===== config.mk =====
export PLATFORM = sky130hd
export DESIGN_NAME = qed_dup_scheduler
export DESIGN_NICKNAME = d
export VERILOG_FILES = /design/src/rtl/qed_dup_scheduler.sv
export SDC_FILE = /design/constraint.sdc
export NUM_CORES = 1
export LEC_CHECK = 0
export ABC_AREA = 0
export CAP_MARGIN = 20
export CORE_AREA = 2 2 82 103
export DETAILED_ROUTE_END_ITERATION = 10
export DIE_AREA = 0 0 84 105
export PLACE_DENSITY_LB_ADDON = 0.15
export SKIP_LAST_GASP = 1
export SLEW_MARGIN = 40
export SYNTH_ARGS = -nofsm -noshare
export SYNTH_HDL_FRONTEND = slang
export SYNTH_SLANG_ARGS = --single-unit

===== constraint.sdc =====
create_clock -name clk -period 2.3 [get_ports clk]
set_input_delay 0.575 -clock clk [delete_from_list [all_inputs] [get_ports clk]]
set_output_delay 0.575 -clock clk [all_outputs]
set_load 0.01 [all_outputs]

===== src/rtl/qed_dup_scheduler.sv =====
// qed_dup_scheduler: sequences one SQED run around the qed instruction transformer.
//
// Phases: ORIG issues originals with exec_dup low. DUP raises exec_dup and issues the
// matching duplicates. DRAIN waits for the core to retire everything. CHECK raises
// qed_ready so the register-equality properties can be evaluated.
//
// Ports:
//   clk, rst_n            clock (rising edge) and asynchronous active-low reset
//   exec_dup_req          request to leave ORIG early (free formal input)
//   qed_vld_out, stall_IF issue handshake; an issue is qed_vld_out & ~stall_IF
//   arfwe1/2, dstarf1/2   two architectural commit ports (enable + destination)
//   exec_dup              registered duplicate-mode select driven back into qed
//   qed_ready             sticky: commit counts of both halves matched
//   drain_timeout         sticky: no counted commit for DRAIN_MAX cycles in DRAIN
//   state                 ORIG=0, DUP=1, DRAIN=2, CHECK=3
//   orig_issued, dup_issued, orig_commit, dup_commit   saturating event counters
module qed_dup_scheduler #(
  parameter int unsigned CNT_W     = 8,
  parameter int unsigned MAX_ORIG  = 16,
  parameter int unsigned DRAIN_MAX = 64,
  parameter int unsigned REG_SEL   = 5
) (
  input  logic               clk,
  input  logic               rst_n,
  input  logic               exec_dup_req,
  input  logic               qed_vld_out,
  input  logic               stall_IF,
  input  logic               arfwe1,
  input  logic               arfwe2,
  input  logic [REG_SEL-1:0] dstarf1,
  input  logic [REG_SEL-1:0] dstarf2,
  output logic               exec_dup,
  output logic               qed_ready,
  output logic               drain_timeout,
  output logic [1:0]         state,
  output logic [CNT_W-1:0]   orig_issued,
  output logic [CNT_W-1:0]   dup_issued,
  output logic [CNT_W-1:0]   orig_commit,
  output logic [CNT_W-1:0]   dup_commit
);

  localparam int unsigned DrW = $clog2(DRAIN_MAX + 1);
  localparam logic [CNT_W-1:0] MaxOrig  = CNT_W'(MAX_ORIG);
  localparam logic [DrW-1:0]   DrainMax = DrW'(DRAIN_MAX);

  typedef enum logic [1:0] {
    StOrig  = 2'd0,
    StDup   = 2'd1,
    StDrain = 2'd2,
    StCheck = 2'd3
  } state_e;

  state_e           state_q, state_d;
  logic             exec_dup_q, exec_dup_d;
  logic             qed_ready_q, qed_ready_d;
  logic             drain_timeout_q, drain_timeout_d;
  logic [CNT_W-1:0] orig_issued_q, orig_issued_d;
  logic [CNT_W-1:0] dup_issued_q, dup_issued_d;
  logic [CNT_W-1:0] orig_commit_q, orig_commit_d;
  logic [CNT_W-1:0] dup_commit_q, dup_commit_d;
  logic [DrW-1:0]   drain_cnt_q, drain_cnt_d;

  logic       issue;
  logic [1:0] orig_inc, dup_inc;
  logic       commit_any;

  // Original half is r1..r15, duplicate half r17..r31; r0 and r16 never count.
  function automatic logic is_orig_reg(logic [REG_SEL-1:0] d);
    return (d >= REG_SEL'(1)) && (d <= REG_SEL'(15));
  endfunction

  function automatic logic is_dup_reg(logic [REG_SEL-1:0] d);
    return (d >= REG_SEL'(17)) && (d <= REG_SEL'(31));
  endfunction

  // Add 0..2 without wrapping; the extra carry bit flags overflow.
  function automatic logic [CNT_W-1:0] sat_add(logic [CNT_W-1:0] a, logic [1:0] b);
    logic [CNT_W:0] s;
    s = {1'b0, a} + (CNT_W + 1)'(b);
    return s[CNT_W] ? {CNT_W{1'b1}} : s[CNT_W-1:0];
  endfunction

  assign issue      = qed_vld_out & ~stall_IF;
  assign orig_inc   = {1'b0, arfwe1 & is_orig_reg(dstarf1)} + {1'b0, arfwe2 & is_orig_reg(dstarf2)};
  assign dup_inc    = {1'b0, arfwe1 & is_dup_reg(dstarf1)} + {1'b0, arfwe2 & is_dup_reg(dstarf2)};
  assign commit_any = (orig_inc != 2'd0) | (dup_inc != 2'd0);

  // State register and all datapath flops.
  always_ff @(posedge clk or negedge rst_n) begin
    if (!rst_n) begin
      state_q         <= StOrig;
      exec_dup_q      <= 1'b0;
      qed_ready_q     <= 1'b0;
      drain_timeout_q <= 1'b0;
      orig_issued_q   <= '0;
      dup_issued_q    <= '0;
      orig_commit_q   <= '0;
      dup_commit_q    <= '0;
      drain_cnt_q     <= '0;
    end else begin
      state_q         <= state_d;
      exec_dup_q      <= exec_dup_d;
      qed_ready_q     <= qed_ready_d;
      drain_timeout_q <= drain_timeout_d;
      orig_issued_q   <= orig_issued_d;
      dup_issued_q    <= dup_issued_d;
      orig_commit_q   <= orig_commit_d;
      dup_commit_q    <= dup_commit_d;
      drain_cnt_q     <= drain_cnt_d;
    end
  end

  // Counter next-values ("_nxt" values include this cycle's events).
  always_comb begin
    orig_issued_d = orig_issued_q;
    dup_issued_d  = dup_issued_q;
    orig_commit_d = orig_commit_q;
    dup_commit_d  = dup_commit_q;
    drain_cnt_d   = drain_cnt_q;

    // Issues are attributed by the registered mode; none count past DUP.
    if (state_q == StOrig && issue && orig_issued_q != MaxOrig) begin
      orig_issued_d = sat_add(orig_issued_q, 2'd1);
    end
    if (state_q == StDup && issue) begin
      dup_issued_d = sat_add(dup_issued_q, 2'd1);
    end

    if (state_q != StCheck) begin
      orig_commit_d = sat_add(orig_commit_q, orig_inc);
      dup_commit_d  = sat_add(dup_commit_q, dup_inc);
    end

    if (state_q == StDrain) begin
      if (commit_any) begin
        drain_cnt_d = '0;
      end else if (drain_cnt_q != DrainMax) begin
        drain_cnt_d = drain_cnt_q + DrW'(1);
      end
    end
  end

  // Next-state logic.
  always_comb begin
    state_d = state_q;
    case (state_q)
      StOrig: begin
        // Only switch on an unstalled cycle so a held instruction keeps its mode.
        if (!stall_IF && orig_issued_d != '0 &&
            (exec_dup_req || orig_issued_d == MaxOrig)) begin
          state_d = StDup;
        end
      end
      StDup: begin
        if (dup_issued_d == orig_issued_q) begin
          state_d = StDrain;
        end
      end
      StDrain: begin
        // In-order commit means equal nonzero counts imply both halves retired.
        if (!drain_timeout_q && dup_commit_d == orig_commit_d && dup_commit_d != '0) begin
          state_d = StCheck;
        end
      end
      StCheck: state_d = StCheck;
      default: state_d = StOrig;
    endcase
  end

  // Registered outputs.
  always_comb begin
    exec_dup_d      = (state_d != StOrig);
    qed_ready_d     = qed_ready_q | (state_q == StCheck);
    drain_timeout_d = drain_timeout_q | ((state_q == StDrain) && (drain_cnt_d == DrainMax));
  end

  assign exec_dup      = exec_dup_q;
  assign qed_ready     = qed_ready_q;
  assign drain_timeout = drain_timeout_q;
  assign state         = state_q;
  assign orig_issued   = orig_issued_q;
  assign dup_issued    = dup_issued_q;
  assign orig_commit   = orig_commit_q;
  assign dup_commit    = dup_commit_q;

endmodule


==> impl_metrics.json, run 1 <==
{
  "cts_buffers": 5,
  "place_worst_setup_slack_ns": -1.471,
  "netlist_top_cells_count": "dfrtp_1 (44), nand2_1 (39), o21ai_0 (30), nor2_1 (25), inv_1 (23)",
  "power_density_nw_per_um2": 898.1,
  "synth_flop_cell": "dfrtp_1",
  "max_stage_delay_ns": 0.40,
  "instances_no_fill": 608,
  "core_area_um2": 7792,
  "die_w_um": 84,
  "fin_crit_ns": 3.094,
  "ys_seq_area_share_pct": 35.26,
  "cpMaxStageDelayCell": "o41ai_4",
  "fp.dieH_um": 105,
  "path_clk_slew_ns": 0.09,
  "critPathArrivalTime_ns": 3.32,
  "setup_ws_ns": -0.7938,
  "drtAntennaViolNets": 0,
  "netlist_top_cells_area": "dfrtp_1 (35%), ha_1 (5.2%), o21ai_0 (4.8%), nand2_1 (4.7%), xor2_1 (3.4%)",
  "worstPathMaxFanout": 3,
  "syn_to_final_growth_pct": 60.10,
  "detailedRoute.firstPassIterationCount": 4,
  "grt_pass1_vias": 3361,
  "finalWirelength_um": 9240,
  "die-area_um2": 8820,
  "insertion_delay_ns": 0.31,
  "finClkSkew_ns": 0.009251,
  "worstSetupStartpoint": "dstarf1[2]",
  "antenna_found_initial": 0,
  "synth_seq_cells": 44,
  "drive_gt1_share_pct": 39.18,
  "p_int_w": 0.002763,
  "place_congestion": 0.8739,
  "grt_max_degree": 26,
  "hold_violations": 0,
  "power_leakage_nw": 2.261,
  "clockBufferDepth": 2,
  "violations": "setup timing",
  "dpl.hpwl_um": 6782,
  "comb_power_share_pct": 59.1,
  "power_frac_clock_pct": 15.0,
  "track_usage_pct": 21.25,
  "drt-wirelength-per-cell_um": 15.20,
  "synth-edff-count": 0,
  "seqPwrFrac_pct": 25.9,
  "power_switching_share_pct": 38.47,
  "first_iter_violations": 91,
  "synthCells": 355,
  "cts_sinks": 44,
  "path_class": "in -> reg",
  "vias": 3323,
  "yosysWarnings": 0,
  "cts_root_buffer": "clkbuf_8",
  "max-slew-margin-rel_pct": 66.51,
  "finalCritPeriodShare_pct": 134.5,
  "io_buffer_count": 53,
  "p_switching_w": 0.001727,
  "drv_cap": 0,
  "finalSetupViolations": 19,
  "endpoint_kind": "flop",
  "worstPathRequired_ns": 2.53,
  "rr_startpoint": "state[1]",
  "synth.top_cell.area_share_pct": 35.26,
  "avgViaCountPerCell": 5.465,
  "cts-htree-levels": 2,
  "core.rowCount": 36,
  "dp.cells": 579,
  "diodes": 0,
  "synth.most_common_cell": "dfrtp_1",
  "syn_avg_cell_area_um2": 8.797,
  "cts_tree": "yes",
  "fin_util_pct": 64.16,
  "io-pin-count": 54,
  "finalMaxSlewViolations": 0,
  "hp-class": "in -> async",
  "syn_nets": 387,
  "status": "complete, but fails checks",
  "vdd_ir_drop_max_mv": 0.7728,
  "ys_types": 60,
  "yosys.area.top_type": "dfrtp_1",
  "cp-start-kind": "input pin",
  "start_util_pct": 40.08,
  "fin_nets": 544,
  "syn_area_um2": 3123,
  "grt_pass1_wl_um": 15500,
  "cts-hold-fix-buffers": 0,
  "rsz0062_at_grt": "true",
  "worst_pin_slew_ns": 0.5023,
  "critPathMostFrequentCell": "ha_4",
  "drc": 0,
  "path_cells": "buf_2, o41ai_4, nor2_2, ha_4, ha_4, inv_2, fa_2, a21oi_2, nand4_1, buf_4, nand2_4, xor2_1, nand4b_1, and3_4, o211ai_1",
  "max_freq_ghz": 0.3232,
  "async_flop_share_pct": 100.0,
  "overflow": 0,
  "tns_ns": -3.524
}
[flip-flops by register name (all words and copies together) (netlist names)]
register	cells
drain_cnt_q	7
drain_timeout	1
dup_commit	8
dup_issued	8
exec_dup	1
orig_commit	8
orig_issued	8
qed_ready	1
state	2
[cell usage in the layout (no fill, tap or decap), drive strengths merged, types with 5 or more instances in the layout]
master / n
a21oi: 15
a31oi: 5
and3: 10
buf: 114
clkbuf: 9
clkdlybuf4s50: 38
dfrtp: 44
ha: 13
inv: 23
mux2: 10
nand2: 39
nand2b: 6
nand3: 17
nand4: 10
nor2: 25
nor2b: 5
nor3: 11
nor4: 6
o21ai: 30
xor2: 12
[layout make-up]
| type | count | area [um2] |
|---|---|---|
| fill | 677 | 2793 |
| multi-input combinational | 278 | 2207 |
| timing repair buffer | 160 | 1359 |
| sequential | 44 | 1102 |
| tap | 95 | 118.9 |
| clock buffer | 7 | 96.34 |
| inverter | 23 | 86.33 |
| clock inverter | 1 | 30.03 |
[final timing paths]
check	cells after the start	slack, ns	to
min in group clk	1	0.48	qed_ready
worst min-delay path	1	0.22	dup_issued[2]
max in group asynchronous	2	1.56	orig_issued[3]
worst max-delay path	15	-0.79	state[0]
worst min register to register	1	0.48	qed_ready
worst max register to register	8	-0.18	state[0]
[worst max-delay path: cells and delay by family]
| kind | cells | cell delay (ns) |
|---|---|---|
| buf+inv | 3 | 0.35 |
| simple gates | 5 | 0.64 |
| compound gates | 3 | 0.75 |
| fa+ha+maj | 3 | 0.81 |
| xor+xnor | 1 | 0.18 |
[power groups by stage]
stage	clock network [W]	registers (W)	logic, W
final	0.000675	0.00116	0.00265
after global routing	0.000711	0.00120	0.00289
after detailed placement	0	0.00116	0.00231
after CTS	0.000685	0.00115	0.00251
after global placement	0	0.00116	0.00229
after floorplan	0	0.00128	0.00106
[per-stage QoR]
stage          cell area (um2)  hold slack, ns  total power [W]
2_1_floorplan             3277          0.2794         0.002337
3_3_place_gp              4496          0.4522         0.003452
3_5_place_dp              4496          0.4591         0.003477
4_1_cts                   4805          0.2380         0.004347
5_1_grt                   5000          0.2644         0.004798
6_report                  5000          0.2237         0.004490
[cell families after synthesis]
family	after synthesis	share of synthesized area, %
AND/OR/NAND/NOR	152	26.32
AO/OA/AOI/OAI	81	16.99
multiplexers	14	5.008
XOR/XNOR	16	4.487
buffers and inverters	33	5.449
adder cells (fa/ha/maj)	15	6.491
flip-flops	44	35.26
[routing by layer]
layer / part of all wire, % / GRT usage, %
met1: 41 / 25.19
met5: 0 / 0
met4: 2.1 / 6.106
met3: 3.3 / 2.923
met2: 53 / 39.49
[repair_timing]
action,CTS,global route
pin swaps,23,26
gates resized for setup,63,34
endpoints found under the setup margin,26,22
setup buffers,16,12
Power figures use the tool's default switching activity.
==> run 2: changes to the inputs <==
- SKIP_LAST_GASP: 1 -> unset
==> run 2 against run 1 <==
  * The run still ends with setup timing left
  * Clock-buffer cell count unchanged
  * Global-route usage up 0.099 points
  * Cell count down 0.16%
  * Non-clock buffer count down 1
  * Critical path type unchanged
  * Critical endpoint unchanged
==> impl_metrics.json, run 2 (same netlist as run 1, synthesis figures left out) <==
{
  "setup_ws_ns": -0.8389,
  "critPathArrivalTime_ns": 3.37,
  "drc": 0,
  "grt_max_degree": 26,
  "violations": "setup timing",
  "fp.dieH_um": 105,
  "grt_pass1_vias": 3373,
  "avgViaCountPerCell": 5.512,
  "clockBufferDepth": 2,
  "instances_no_fill": 607,
  "cts_root_buffer": "clkbuf_8",
  "place_worst_setup_slack_ns": -1.471,
  "fin_crit_ns": 3.139,
  "cts-htree-levels": 2,
  "first_iter_violations": 88,
  "cts_sinks": 44,
  "hold_violations": 0,
  "finalSetupViolations": 19,
  "drt-wirelength-per-cell_um": 15.64,
  "max_stage_delay_ns": 0.41,
  "max-slew-margin-rel_pct": 66.60,
  "worst_pin_slew_ns": 0.5009,
  "cpMaxStageDelayCell": "fa_2",
  "power_leakage_nw": 2.259,
  "critPathMostFrequentCell": "ha_4",
  "path_cells": "buf_2, o41ai_4, nor2_2, ha_4, ha_4, inv_2, fa_2, a21oi_2, nand4_1, buf_4, nand2_4, xor2_1, nand4b_1, and3_4, o211ai_1",
  "layout_commonest_cell": "buf_4",
  "status": "complete, but fails checks",
  "path_clk_slew_ns": 0.09,
  "io_buffer_count": 53,
  "io-pin-count": 54,
  "die-area_um2": 8820,
  "endpoint_kind": "flop",
  "finalCritPeriodShare_pct": 136.5,
  "finalWirelength_um": 9491,
  "power_density_nw_per_um2": 900.2,
  "finalMaxSlewViolations": 0,
  "rsz0062_at_grt": "true",
  "start_util_pct": 40.08,
  "drv_cap": 0,
  "drive_gt1_share_pct": 39.65,
  "overflow": 0,
  "worstPathRequired_ns": 2.53,
  "worstPathMaxFanout": 3,
  "tns_ns": -3.794,
  "cts_buffers": 5,
  "vdd_ir_drop_max_mv": 0.7726,
  "diodes": 0,
  "final_cell_mix": "buf_4 (93), dfrtp_1 (43), clkdlybuf4s50_1 (38)",
  "insertion_delay_ns": 0.31,
  "grt_pass1_wl_um": 15570,
  "drtAntennaViolNets": 0,
  "dp.cells": 579,
  "place_congestion": 0.8739,
  "finClkSkew_ns": 0.007799,
  "fin_nets": 543,
  "path_class": "in -> reg",
  "core_area_um2": 7792,
  "die_w_um": 84,
  "dpl.hpwl_um": 6782,
  "detailedRoute.firstPassIterationCount": 4,
  "core.rowCount": 36,
  "cts-hold-fix-buffers": 0,
  "final_area_um2": 5016,
  "max_freq_ghz": 0.3186,
  "antenna_found_initial": 0,
  "cts_tree": "yes",
  "hp-class": "in -> async",
  "vias": 3346,
  "dpl_cell_area_um2": 4496,
  "cp-start-kind": "input pin",
  "track_usage_pct": 21.35,
  "syn_to_final_growth_pct": 60.62
}
==> run 2: worst max-delay path: cells and delay by family <==
family	cells	cell delay [ns]
adders and majority gates	3	0.82
AOI/OAI and AO/OA	3	0.73
and+or+nand+nor	5	0.68
buffers and inverters	3	0.37
xor gates and xnor gates	1	0.19
==> run 2: cell type report <==
| type | count | area, um2 |
|---|---|---|
| fill | 672 | 2776 |
| multi-input combinational | 278 | 2215 |
| timing repair buffer | 159 | 1368 |
| sequential | 44 | 1102 |
| tap | 95 | 118.9 |
| clock buffer | 7 | 96.34 |
| inverter | 23 | 86.33 |
| clock inverter | 1 | 30.03 |
==> run 2: routing by layer <==
metal / vias to the layer above / track usage (%) / routed length [um]
met1: 1630 / 25.29 / 3920
met2: 88 / 39.71 / 5010
met4: 0 / 6.106 / 201
li1: 1607 / - / -
met3: 21 / 2.923 / 359
met5: - / 0 / 0
==> run 2: path summary, 6_finish.rpt <==
check                           start             end  slack [ns]  depth (start not counted)
max                        dstarf1[2]        state[0]       -0.84                         15
min                             rst_n   dup_issued[2]        0.22                          1
max reg2reg                  state[1]        state[0]       -0.18                          8
min reg2reg                 qed_ready       qed_ready        0.48                          1
max in group asynchronous       rst_n  orig_issued[4]        1.56                          2
min in group clk            qed_ready       qed_ready        0.48                          1
==> run 2: stage by stage <==
step / power (W) / hold slack (ns) / util (%)
after floorplan: 0.002337 / 0.2794 / -
after detailed placement: 0.003477 / 0.4591 / 57.69
after global routing: 0.004803 / 0.2644 / 64.37
final: 0.004516 / 0.2208 / 64.37
after CTS: 0.004354 / 0.2380 / 61.80
after global placement: 0.003452 / 0.4522 / 57.69
==> run 2: power breakdown <==
group,total (W),internal [W],switching [W],leakage (nW)
combinational,0.00267,0.00142,0.00125,1.65
sequential,0.00117,0.000960,0.000206,0.549
clock,0.000677,0.000384,0.000293,0.0645
total,0.00452,0.00277,0.00175,2.26
==> run 2: timing repair <==
action,in CTS,in global routing
setup buffers,16,11
resized for setup,68,33
pin swaps,23,28
setup endpoints to repair,26,22
